<file path="src/rtl/dcnt60_pkg.sv">
// Shared types and default digit limits for the two-digit down counter (minutes/seconds style).
package dcnt60_pkg;

    typedef enum logic [1:0] {
        ST_IDLE    = 2'd0,
        ST_RUN     = 2'd1,
        ST_EXPIRED = 2'd2
    } dcnt60_state_e;

    localparam int ONES_MAX_DEF = 9;
    localparam int TENS_MAX_DEF = 5;

endpackage

</file>
<file path="src/rtl/dcnt60_digit.sv">
// Single mod-(MAX+1) down-counting digit with clear, clamped load and borrow-out.
module dcnt_digit #(
    parameter int W   = 4,
    parameter int MAX = 9
) (
    input  logic         clk,
    input  logic         rst,
    input  logic         clr,
    input  logic         load,
    input  logic [W-1:0] load_val,
    input  logic         en,
    output logic [W-1:0] val,
    output logic         bo
);

    localparam logic [W-1:0] MAX_V = W'(MAX);

    logic [W-1:0] val_q, val_d;

    always_comb begin
        val_d = val_q;
        if (clr) begin
            val_d = '0;
        end else if (load) begin
            val_d = (load_val > MAX_V) ? MAX_V : load_val;
        end else if (en) begin
            val_d = (val_q == '0) ? MAX_V : val_q - W'(1);
        end
    end

    always_ff @(posedge clk) begin
        if (rst) begin
            val_q <= '0;
        end else begin
            val_q <= val_d;
        end
    end

    assign val = val_q;
    // Borrow is combinational so a chain of digits ripples within one cycle.
    assign bo  = en & (val_q == '0);

endmodule

</file>
<file path="src/rtl/dcnt60.sv">
// Two-digit cascadable down counter with run/idle control.
// Optional expiry detection (EXPIRED state, ALARM pulse) enabled by macro DCNT60_ALARM_EN.
module dcnt60
    import dcnt60_pkg::*;
#(
    parameter int ONES_MAX = ONES_MAX_DEF,
    parameter int TENS_MAX = TENS_MAX_DEF
) (
    input  logic       clk,
    input  logic       rst,
    input  logic       BEN,
    input  logic       DEC,
    input  logic       CLR,
    input  logic       LOAD,
    input  logic [2:0] load_tens,
    input  logic [3:0] load_ones,
    input  logic       START,
    input  logic       STOP,
    output logic [2:0] tens_place,
    output logic [3:0] ones_place,
    output logic       BO,
    output logic       ZERO,
    output logic       RUNNING,
    output logic       ALARM
);

    dcnt60_state_e state_q, state_d;
    logic          ben_dec, dec_ev, ones_bo, tens_bo;
    logic          expire_ev, start_ok;

    assign ben_dec = BEN & (state_q == ST_RUN);
    assign dec_ev  = ~rst & ~CLR & ~LOAD & (DEC | ben_dec);

    dcnt_digit #(.W(4), .MAX(ONES_MAX)) u_ones (
        .clk      (clk),
        .rst      (rst),
        .clr      (CLR),
        .load     (LOAD),
        .load_val (load_ones),
        .en       (dec_ev),
        .val      (ones_place),
        .bo       (ones_bo)
    );

    dcnt_digit #(.W(3), .MAX(TENS_MAX)) u_tens (
        .clk      (clk),
        .rst      (rst),
        .clr      (CLR),
        .load     (LOAD),
        .load_val (load_tens),
        .en       (ones_bo),
        .val      (tens_place),
        .bo       (tens_bo)
    );

    assign BO      = tens_bo;
    assign ZERO    = (tens_place == 3'd0) && (ones_place == 4'd0);
    assign RUNNING = (state_q == ST_RUN);

`ifdef DCNT60_ALARM_EN
    // Only a borrow-driven step from 01 counts as expiry; manual DEC to 00 does not.
    assign expire_ev = ben_dec & dec_ev & (tens_place == 3'd0) & (ones_place == 4'd1);
    assign start_ok  = ~ZERO;
`else
    assign expire_ev = 1'b0;
    assign start_ok  = 1'b1;
`endif

    always_comb begin
        state_d = state_q;
        if (CLR || LOAD) begin
            state_d = ST_IDLE;
        end else if (STOP && (state_q == ST_RUN || START)) begin
            state_d = ST_IDLE;
        end else if (expire_ev) begin
            state_d = ST_EXPIRED;
        end else if (START && start_ok) begin
            state_d = ST_RUN;
        end
    end

    always_ff @(posedge clk) begin
        if (rst) begin
            state_q <= ST_IDLE;
        end else begin
            state_q <= state_d;
        end
    end

`ifdef DCNT60_ALARM_EN
    logic alarm_q, alarm_d;

    assign alarm_d = (state_d == ST_EXPIRED) && (state_q != ST_EXPIRED);

    always_ff @(posedge clk) begin
        if (rst) begin
            alarm_q <= 1'b0;
        end else begin
            alarm_q <= alarm_d;
        end
    end

    assign ALARM = alarm_q;
`else
    assign ALARM = 1'b0;
`endif

endmodule

</file>
<file path="config.mk">
export PLATFORM = sky130hd
export DESIGN_NAME = dcnt60
export DESIGN_NICKNAME = d
export VERILOG_FILES = /design/src/rtl/dcnt60_pkg.sv /design/src/rtl/dcnt60_digit.sv /design/src/rtl/dcnt60.sv
export SDC_FILE = /design/constraint.sdc
export NUM_CORES = 1
export LEC_CHECK = 0
export CAP_MARGIN = 10
export CORE_MARGIN = 10
export CORE_UTILIZATION = 38
export CTS_CLUSTER_SIZE = 40
export DETAILED_ROUTE_END_ITERATION = 6
export GPL_TIMING_DRIVEN = 0
export PLACE_DENSITY_LB_ADDON = 0.25
export SLEW_MARGIN = 10
export SYNTH_ARGS = -nofsm -noshare
export SYNTH_HDL_FRONTEND = slang
export SYNTH_SLANG_ARGS = --single-unit
</file>
<file path="constraint.sdc">
create_clock -name clk -period 1.7 [get_ports clk]
set_input_delay 0.51 -clock clk [delete_from_list [all_inputs] [get_ports clk]]
set_output_delay 0.51 -clock clk [all_outputs]
set_load 0.03 [all_outputs]
</file>
Yosys cells after proc, flatten, opt, wreduce, memory -nomap -nowiden
Index checks and enable logic that the tools add are counted.
- word-level logic and storage cells: 35
- output and inout bits: 11
- input port bits: 15
- register bits: 8
- bitwise operators: 10
- $add $sub $neg: 2
- reduce and logical (&&, ||, !) cells: 10
- mux-type cells: 8
- magnitude comparators: 2
- operator list (cell ; number):
    $mux W4 ; 4
    $mux W3 ; 4
    $and A1 B1 Y1 ; 6
    $gt A4 B4 Y1 const B ; 1
    $logic_not A4 Y1 ; 1
    $reduce_bool A2 Y1 ; 2
    $sub A4 B1 Y4 const B ; 1
    $gt A3 B3 Y1 const B ; 1
    $logic_not A3 Y1 ; 1
    $not A1 Y1 ; 3
    $reduce_or A3 Y1 ; 1
    $sub A3 B1 Y3 const B ; 1
    $logic_and A1 B1 Y1 ; 2
    $logic_or A1 B1 Y1 ; 2
    $reduce_or A2 Y1 ; 1
    $or A1 B1 Y1 ; 1

Longest topological paths before layout
Gate-level depths: netlist (run 1).
- word-level depth: 7
- mapped depth: 5
- depth with buffers taken out: 5

Modules after synthesis
From an unflattened synthesis (run 1), not the netlist that was laid out.
- cell total of the unflattened synthesis: 55
- area total of the unflattened synthesis: 508.0 µm²
- modules (own cells, without submodules) (module ; cells an instance ; area each (µm²) ; instances ; seq. area each (µm²)):
    dcnt_digit (u_ones) ; 25 ; 236.5 ; 1 ; 80.1
    dcnt_digit (u_tens) ; 21 ; 195.2 ; 1 ; 60.1
    dcnt60 ; 9 ; 76.3 ; 1 ; 20.0

Least setup slack after synthesis (run 1)
Ideal clock, no wire load.
- kind: reg2out
- start: register u_ones.val_q[0], in the netlist u_ones.val[0]
- end: output BO
- buffers on the path: 0
- data required time: 1190 ps
- slack: -421 ps
- cell stages (with the launch flop): 4
- data arrival time: 1611 ps
- cells stage by stage: dfxtp_1 > nor4_4 > and2_2 > nor2b_1
- word-level cells in the longest chain between the ends: 3
- RTL lines (item ; RTL line ; text):
    from (decl) ; dcnt60_digit.sv:18 ; logic [W-1:0] val_q, val_d;
    from (signal assigned) ; dcnt60_digit.sv:35 ; val_q <= val_d;
    $logic_not A4 Y1 ; dcnt60_digit.sv:41 ; assign bo = en & (val_q == '0);
    $and A1 B1 Y1 (2 in series) ; dcnt60_digit.sv:41 ;
    to (decl) ; dcnt60.sv:21 ; output logic BO,
No other way between the ends.

Final worst setup path (run 1)
Ends and elaborated chain as after synthesis.

==> reports/results.txt, run 1 <==
Reg2Reg Setup Slack = 0.13 ns
final worst setup slack = -0.184 ns
Max stage delay on crit path = 0.36 ns
hold_sp = u_tens.val[0]
Post-Synthesis Net Count = 78
final non-filler cell total = 113
total gr overflow = 0
total CTS buffers = 3
antenna cells = 0
die area = 3220 µm²
clk buf depth = 2
CTS root buf = clkbuf_4
Setup crit end kind = output port
hold buffers post-CTS = 0
Residual DRC = 0
CP required = 1.19 ns
Worst-Skew Late Latency = 0.26 ns
sequential cell area fraction in the yosys report = 31.1%
clock sinks = 8
cell taking the most area after synthesis = dfxtp_1
syn avg cell area = 8.29 µm²
CTS tree = yes
setup_tns = -0.303 ns
Die Wd = 56.8 µm
FF+latch count, synth = 8
r2r startpoint = u_ones.val[0]
RD Place Congestion = 0.748
Pleak = 0.383 nW
post-synth cell types = 29
DP HPWL = 1140 µm
Top Ports = 26
first-pass GRT wire length = 2730 µm
slowest CP cell = dfxtp_4
total power = 0.000563 W
I/O Buffers = 24
hold path cells = 2
commonest non-fill, non-tap cell in the layout = dlygate4sd2_1
Synth area leaders = dfxtp_1 31%, a21oi_1 5.8%, o21ai_0 5.8%, a21o_1 4.4%, a31oi_4 4.1%
Final Cell Area = 870 µm²
Max Freq = 0.531 GHz
initial antenna violation count = 0
status = finished, violations left
RR Endpoint = u_ones.val[2]
min Tclk post-route = 1.88 ns
Hold EP = u_tens.val[0]
drt first pass iters = 4
FF-to-FF path depth = 6
Crit path max-delay family = simple AND/OR/NAND/NOR gates
largest net degree at the start of global routing = 11
via count = 597
Main synth FF type = dfxtp_1
filler instances = 125
Core Rows = 13
MaxCap Viol Count = 0
total wire length = 1590 µm
Peak VDD IR = 0.000394 V
Final Skew = 0.00190 ns
RSZ-0062 raised after global routing = yes
Placed Cells incl. Taps = 101
post-route ant nets = 0
final setup violation count = 2
Final Hold Vio Count = 0
Mapped Cells = 62
crit share post-route = 111%
Final Util = 67.7%
gr usage total = 10.4%
core footprint = 1280 µm²
critical path class = reg -> out
fin nets = 115
max-slew violations = 0
critical path fanouts, max = 4
DR WL/cell = 14.1 µm
Power per Cell Area = 647 nW/µm²
layout cells sized above 1 = 24.5%
Worst EP arrival = 1.37 ns
failing checks = negative setup slack
CTS HTree Levels = 1
Post-synth EDFFs = 0
Area Growth Syn to Fin = 69.1%
crit path launch type = register
Async S/R FF share, synth = 0%
Avg Vias per Cell = 5.28
DR iter-0 viols = 17
Initial Util = 40.0%
top cell type's share of synthesized area = 31.1%
worst path bufs/invs = 1
die height = 56.8 µm
CP cell instances = nor4_4 > and2_4 > nor2b_4 > buf_6
vias in the first global route = 589
Placed Instance Area = 791 µm²
Netlist Area Pre-Place = 514 µm²
Hold Path Class = reg -> reg
YS warnings = 0
commonest non-fill, non-tap cells in the layout = 12 x dlygate4sd2_1, 9 x clkdlybuf4s50_1, 8 x buf_4, 6 x o21ai_0, 6 x a21oi_1
CTS clk-pin slew, worst paths = 0.06 ns
timing repair:
item | in CTS | in global routing
endpoints found under the setup margin | 12 | 3
buffers inserted | 8 | 0
endpoints found under the hold margin | 0 | 0
pin swaps | 5 | 0
gates resized for setup | 28 | 2
layer usage:
layer	up-vias	global-route usage (%)	routed length, µm
met5	-	0	0
met4	0	6.04	33
met3	4	4.04	108
met2	19	16.6	765
met1	277	11.2	681
li1	297	-	-
cells by family after synthesis:
logic type                 count (synthesis)  share of synthesized area, %
AOI/OAI and AO/OA                         24                          32.6
xor gates and xnor gates                   1                          1.70
adders and majority gates                  1                          2.43
buffers and inverters                      6                          5.11
DFF                                        8                          31.1
muxes                                      1                          1.95
other                                      1                         0.729
and+or+nand+nor                           20                          24.3
cells in the mapped netlist (2+ instances only):
master and count:
a21oi_1 6, a31oi_1 3, nor2_1 5, inv_1 3, dfxtp_1 8, a21o_1 3
nand2_1 5, o21ai_0 6, a221o_1 2, clkbuf_1 2
sequential cells by signal, indices dropped and copies added, names as in the netlist:
name and cells:
state_q 1, u_tens.val 3, u_ones.val 4
how the worst max path moves through the flow:
stage,startpoint,endpoint,slack [ns],depth (start not counted)
4_1_cts,u_ones.val[0],BO,-0.19,4
3_5_place_dp,BEN,BO,-1.07,5
6_report,u_ones.val[0],BO,-0.18,4
5_1_grt,u_ones.val[0],BO,-0.27,4
2_1_floorplan,u_ones.val[2],BO,-0.04,3
3_3_place_gp,LOAD,BO,-1.06,4
cell type report:
class	count	area, µm²	area share (%)
clock buffers	4	26.3	3.02
multi-input cells	48	337	38.7
flip-flops and latches	8	170	19.6
well taps	15	18.8	2.16
plain buffers	3	15.0	1.73
repair buffers	32	292	33.5
inverters	3	11.3	1.29
tightest hold or removal path, stage by stage (launching register included):
cell and delay, ns:
dfxtp_2 0.34, nand2_1 0.06, a21oi_1 0.05
power by group:
group / internal [W] / total (W) / switching, W
Sequential: 0.000195 / 0.000207 / 0.0000122
Clock: 0.0000906 / 0.000168 / 0.0000776
Combinational: 0.0000992 / 0.000187 / 0.0000883
Total: 0.000384 / 0.000563 / 0.000178
stage by stage:
step,worst slack (ns),hold WS (ns)
after floorplan,-0.0409,0.589
after global placement,-1.06,0.479
after detailed placement,-1.07,0.483
after CTS,-0.186,0.492
after global routing,-0.267,0.515
final,-0.184,0.484
(Power assumes the default switching activity.)
==> run 2, diff against run 1 <==
- CTS_BUF_LIST: default -> sky130_fd_sc_hd__clkbuf_16
- RECOVER_POWER: default -> 25
- SKIP_LAST_GASP: default -> 1
==> reports/results.txt, run 2 (same netlist as run 1, synthesis figures left out) <==
CTS HTree Levels = 1
Seq pwr share = 25.9%
gr usage total = 10.9%
Largest register FFs = 4
Residual DRC = 0
Critical Path Start = LOAD
r2r startpoint = state_q[0]
Peak VDD IR = 0.000515 V
Worst-Skew Late Latency = 0.23 ns
fin nets = 115
Avg Vias per Cell = 5.65
total gr overflow = 0
Max stage delay on crit path = 0.32 ns
via count = 638
total CTS buffers = 3
Final Cell Area = 917 µm²
switch share = 25.2%
clock share of power = 50.8%
clk buf depth = 2
FF-to-FF path depth = 6
Switch Pwr = 0.000202 W
layout cells sized above 1 = 24.5%
die height = 56.8 µm
initial antenna violation count = 0
CP Capture Point = BO
core footprint = 1280 µm²
Final Skew = 0.00387 ns
first-pass GRT wire length = 2860 µm
total wire length = 1740 µm
failing checks = negative setup slack
min Tclk post-route = 1.89 ns
clock sinks = 8
Power per Cell Area = 873 nW/µm²
Placed Cells incl. Taps = 101
RSZ-0062 raised after global routing = yes
Max Freq = 0.530 GHz
Core Rows = 13
slowest CP cell = dlygate4sd2_1
commonest non-fill, non-tap cell in the layout = dlygate4sd2_1
DR WL/cell = 15.4 µm
Reg2Reg Setup Slack = 0.22 ns
Worst EP arrival = 1.38 ns
RR Endpoint = u_ones.val[3]
die area = 3220 µm²
post-route ant nets = 0
logic gate share of total power = 23.3%
CTS clk-pin slew, worst paths = 0.04 ns
crit path launch type = input port
status = finished, violations left
final worst setup slack = -0.188 ns
Top Ports = 26
CP cell instances = dlygate4sd2_1 > nand3b_1 > nor2b_4 > buf_6
max-slew violations = 0
CTS tree = yes
Hold Path Class = reg -> reg
commonest non-fill, non-tap cells in the layout = 13 x dlygate4sd2_1, 9 x buf_4, 9 x clkdlybuf4s50_1, 6 x o21ai_0, 6 x a21oi_1
Pleak = 0.411 nW
MaxCap Viol Count = 0
CTS root buf = clkbuf_16
DR iter-0 viols = 28
Setup crit end kind = output port
RD Place Congestion = 0.748
Die Wd = 56.8 µm
final non-filler cell total = 113
largest net degree at the start of global routing = 11
WHS = 0.478 ns
crit share post-route = 111%
Final Hold Vio Count = 0
final setup violation count = 2
antenna cells = 0
I/O Buffers = 24
vias in the first global route = 582
critical path fanouts, max = 6
dpl ws = -1.07 ns
hold buffers post-CTS = 0
CP required = 1.19 ns
Placed Instance Area = 791 µm²
drt first pass iters = 6
Area Growth Syn to Fin = 78.3%
DP HPWL = 1140 µm
critical path class = in -> out
Pint = 0.000599 W
Initial Util = 40.0%
==> run 2: changes by cell type in the layout (fill, tap and decap cells not counted), sizes merged <==
cell	previous run	this run
dlygate4sd2	12	13
clkbuf	6	5
clkdlybuf4s15	1	0
inv	3	4
==> run 2: final cells by class <==
cell class,count,area [µm²]
Tap cell,15,18.8
Timing Repair Buffer,32,287
Inverter,3,11.3
Sequential cell,8,170
Buffer,3,15.0
Clock buffer,3,75.1
Fill cell,109,368
Clock inverter,1,3.75
Multi-Input combinational cell,48,337
==> run 2: how the worst min path moves through the flow <==
stage	from	endpoint	slack (ns)	cells past startpoint
floorplan	STOP	state_q[0]	0.59	1
global placement	u_tens.val[1]	u_tens.val[1]	0.48	2
detailed placement	u_tens.val[1]	u_tens.val[1]	0.48	2
CTS	u_tens.val[1]	u_tens.val[1]	0.49	2
global route	u_tens.val[1]	u_tens.val[1]	0.52	2
finish	u_tens.val[0]	u_tens.val[0]	0.48	2
==> run 2: what timing repair did <==
item	in CTS	in global routing
setup endpoints to repair	13	2
pin swaps	5	2
resized for setup	26	2
buffers inserted	4	4
cloned	0	0
==> run 2: power groups by stage <==
stage	Clock [W]	Sequential, W	Combinational [W]
floorplan	0	0.000226	0.0000811
global placement	0	0.000212	0.000167
detailed placement	0	0.000212	0.000169
CTS	0.000407	0.000209	0.000169
global route	0.000422	0.000209	0.000201
finish	0.000407	0.000208	0.000186
==> run 2: critical path, delay by kind of cell <==
kind,cells,cell delay [ns]
buf+inv,2,0.45
simple gates,2,0.42
==> run 2: metrics by stage <==
| stage | util (%) | power (W) | TNS, ns |
|---|---|---|---|
| finish | 71.4 | 0.000801 | -0.292 |
| global route | 71.4 | 0.000832 | -0.417 |
| CTS | 68.6 | 0.000785 | -0.207 |
| detailed placement | 61.5 | 0.000381 | -3.17 |
| global placement | 61.5 | 0.000379 | -3.12 |
| floorplan | - | 0.000307 | -0.0409 |
==> run 2: layer usage <==
metal  share of wire, %  routed length (µm)  up-vias  global-route usage (%)
met3                9.0                 157        9                    4.04
met2                 48                 828       40                    17.7
met1                 39                 681      288                    11.9
met5                  0                   0        -                       0
li1                   -                   -      301                       -
met4                4.2                  74        0                    6.04
==> run 3, diff against run 2 <==
- PLACE_DENSITY_LB_ADDON: 0.25 -> 0.05
==> reports/results.txt, run 3 (same netlist as run 1, synthesis figures left out) <==
Core Rows = 13
crit share post-route = 109%
antenna cells = 0
min Tclk post-route = 1.85 ns
grt peak-use layer = met2
r2r startpoint = state_q[0]
max-slew violations = 0
drt first pass iters = 5
die area = 3220 µm²
clk buf depth = 2
commonest non-fill, non-tap cells in the layout = 12 x dlygate4sd2_1, 9 x buf_4, 9 x clkdlybuf4s50_1, 6 x o21ai_0, 6 x a21oi_1
commonest non-fill, non-tap cell in the layout = dlygate4sd2_1
Final Hold Vio Count = 0
Pleak = 0.421 nW
gr usage total = 10.4%
critical path class = reg -> out
Largest register FFs = 4
hold path cells = 2
hold_sp = u_tens.val[0]
FF-to-FF path depth = 6
DP HPWL = 1180 µm
critical path fanouts, max = 4
total power = 0.000795 W
Hold Path Class = reg -> reg
die height = 56.8 µm
Reg2Reg Setup Slack = 0.23 ns
RD Place Congestion = 0.731
vias in the first global route = 603
initial antenna violation count = 0
Area Growth Syn to Fin = 81.3%
Setup crit end kind = output port
fin nets = 117
status = finished, violations left
RR Endpoint = u_ones.val[3]
MaxCap Viol Count = 0
final worst setup slack = -0.148 ns
crit path launch type = register
largest net degree at the start of global routing = 11
Max Freq = 0.541 GHz
Residual DRC = 0
Worst EP arrival = 1.34 ns
Worst-Skew Late Latency = 0.23 ns
Power per Cell Area = 853 nW/µm²
total CTS buffers = 3
Final Skew = 0.00349 ns
clock sinks = 8
via count = 596
CTS HTree Levels = 1
hold buffers post-CTS = 0
total gr overflow = 0
WHS = 0.485 ns
DR iter-0 viols = 11
Hold EP = u_tens.val[0]
Initial Util = 40.0%
Top Ports = 26
failing checks = negative setup slack
Die Wd = 56.8 µm
met3 Track Usage GR = 5.62%
final setup violation count = 2
CP required = 1.19 ns
Avg Vias per Cell = 5.18
core footprint = 1280 µm²
first-pass GRT wire length = 2770 µm
RSZ-0062 raised after global routing = yes
post-route ant nets = 0
CTS root buf = clkbuf_16
CTS clk-pin slew, worst paths = 0.04 ns
CTS tree = yes
Peak VDD IR = 0.000769 V
met2 Use GR = 16.6%
DR WL/cell = 13.9 µm
total wire length = 1600 µm
I/O Buffers = 24
met1 Use GR = 10.8%
Final Util = 72.5%
layout cells sized above 1 = 27.0%
## run 3: cell types whose count changed in the layout (fill, tap and decap cells not counted), sizes merged
cell and delta:
clkbuf +2, dlygate4sd2 -1, buf +1
## run 3: layer usage
layer,wire length [µm],vias to the layer above,share of wire (%)
li1,-,303,-
met1,658,266,41
met2,760,23,48
met3,141,4,8.8
met4,40,0,2.5
met5,0,-,0
## run 3: final cells by class
cell class                 instances  area (µm²)
fill                              96         353
timing repair buffer              34         302
buffer                             3        15.0
tap                               15        18.8
multi-input combinational         48         337
sequential                         8         170
clock inverter                     1        3.75
clock buffer                       3        75.1
inverter                           3        11.3
## run 3: worst max path at each step
stage                  startpoint  to  slack (ns)  depth (start not counted)
floorplan           u_ones.val[2]  BO       -0.04                          3
global placement             LOAD  BO       -1.07                          4
detailed placement           LOAD  BO       -1.06                          4
CTS                          LOAD  BO       -0.16                          4
global route        u_ones.val[2]  BO       -0.20                          4
finish              u_ones.val[2]  BO       -0.15                          4
## run 3: what timing repair did
item / in CTS / in global routing
gates cloned: 0 / 0
resized for setup: 29 / 2
endpoints found under the setup margin: 14 / 3
pin swaps: 5 / 2
endpoints found under the hold margin: 0 / 0
buffers inserted: 9 / 1
## run 3: metrics by stage
stage / setup TNS, ns / setup slack [ns] / cell area, µm² / std cells
6_report: -0.231 / -0.148 / 932 / 115
5_1_grt: -0.323 / -0.196 / 932 / 115
4_1_cts: -0.253 / -0.163 / 928 / 114
3_5_place_dp: -3.27 / -1.06 / 791 / 101
3_3_place_gp: -3.30 / -1.07 / 791 / 101
2_1_floorplan: -0.0409 / -0.0409 / 532 / 62
## run 3: where the power goes
group / internal (W) / leakage, nW / switching (W)
clock: 0.000306 / 0.0423 / 0.0000913
sequential: 0.000196 / 0.0676 / 0.0000112
combinational: 0.000101 / 0.311 / 0.0000897
## run 3: critical path, cell delays in order, from the launching register on
cell,delay [ns]
dfxtp_4,0.35
nor4_4,0.30
and2_4,0.20
nor2b_4,0.13
buf_6,0.13
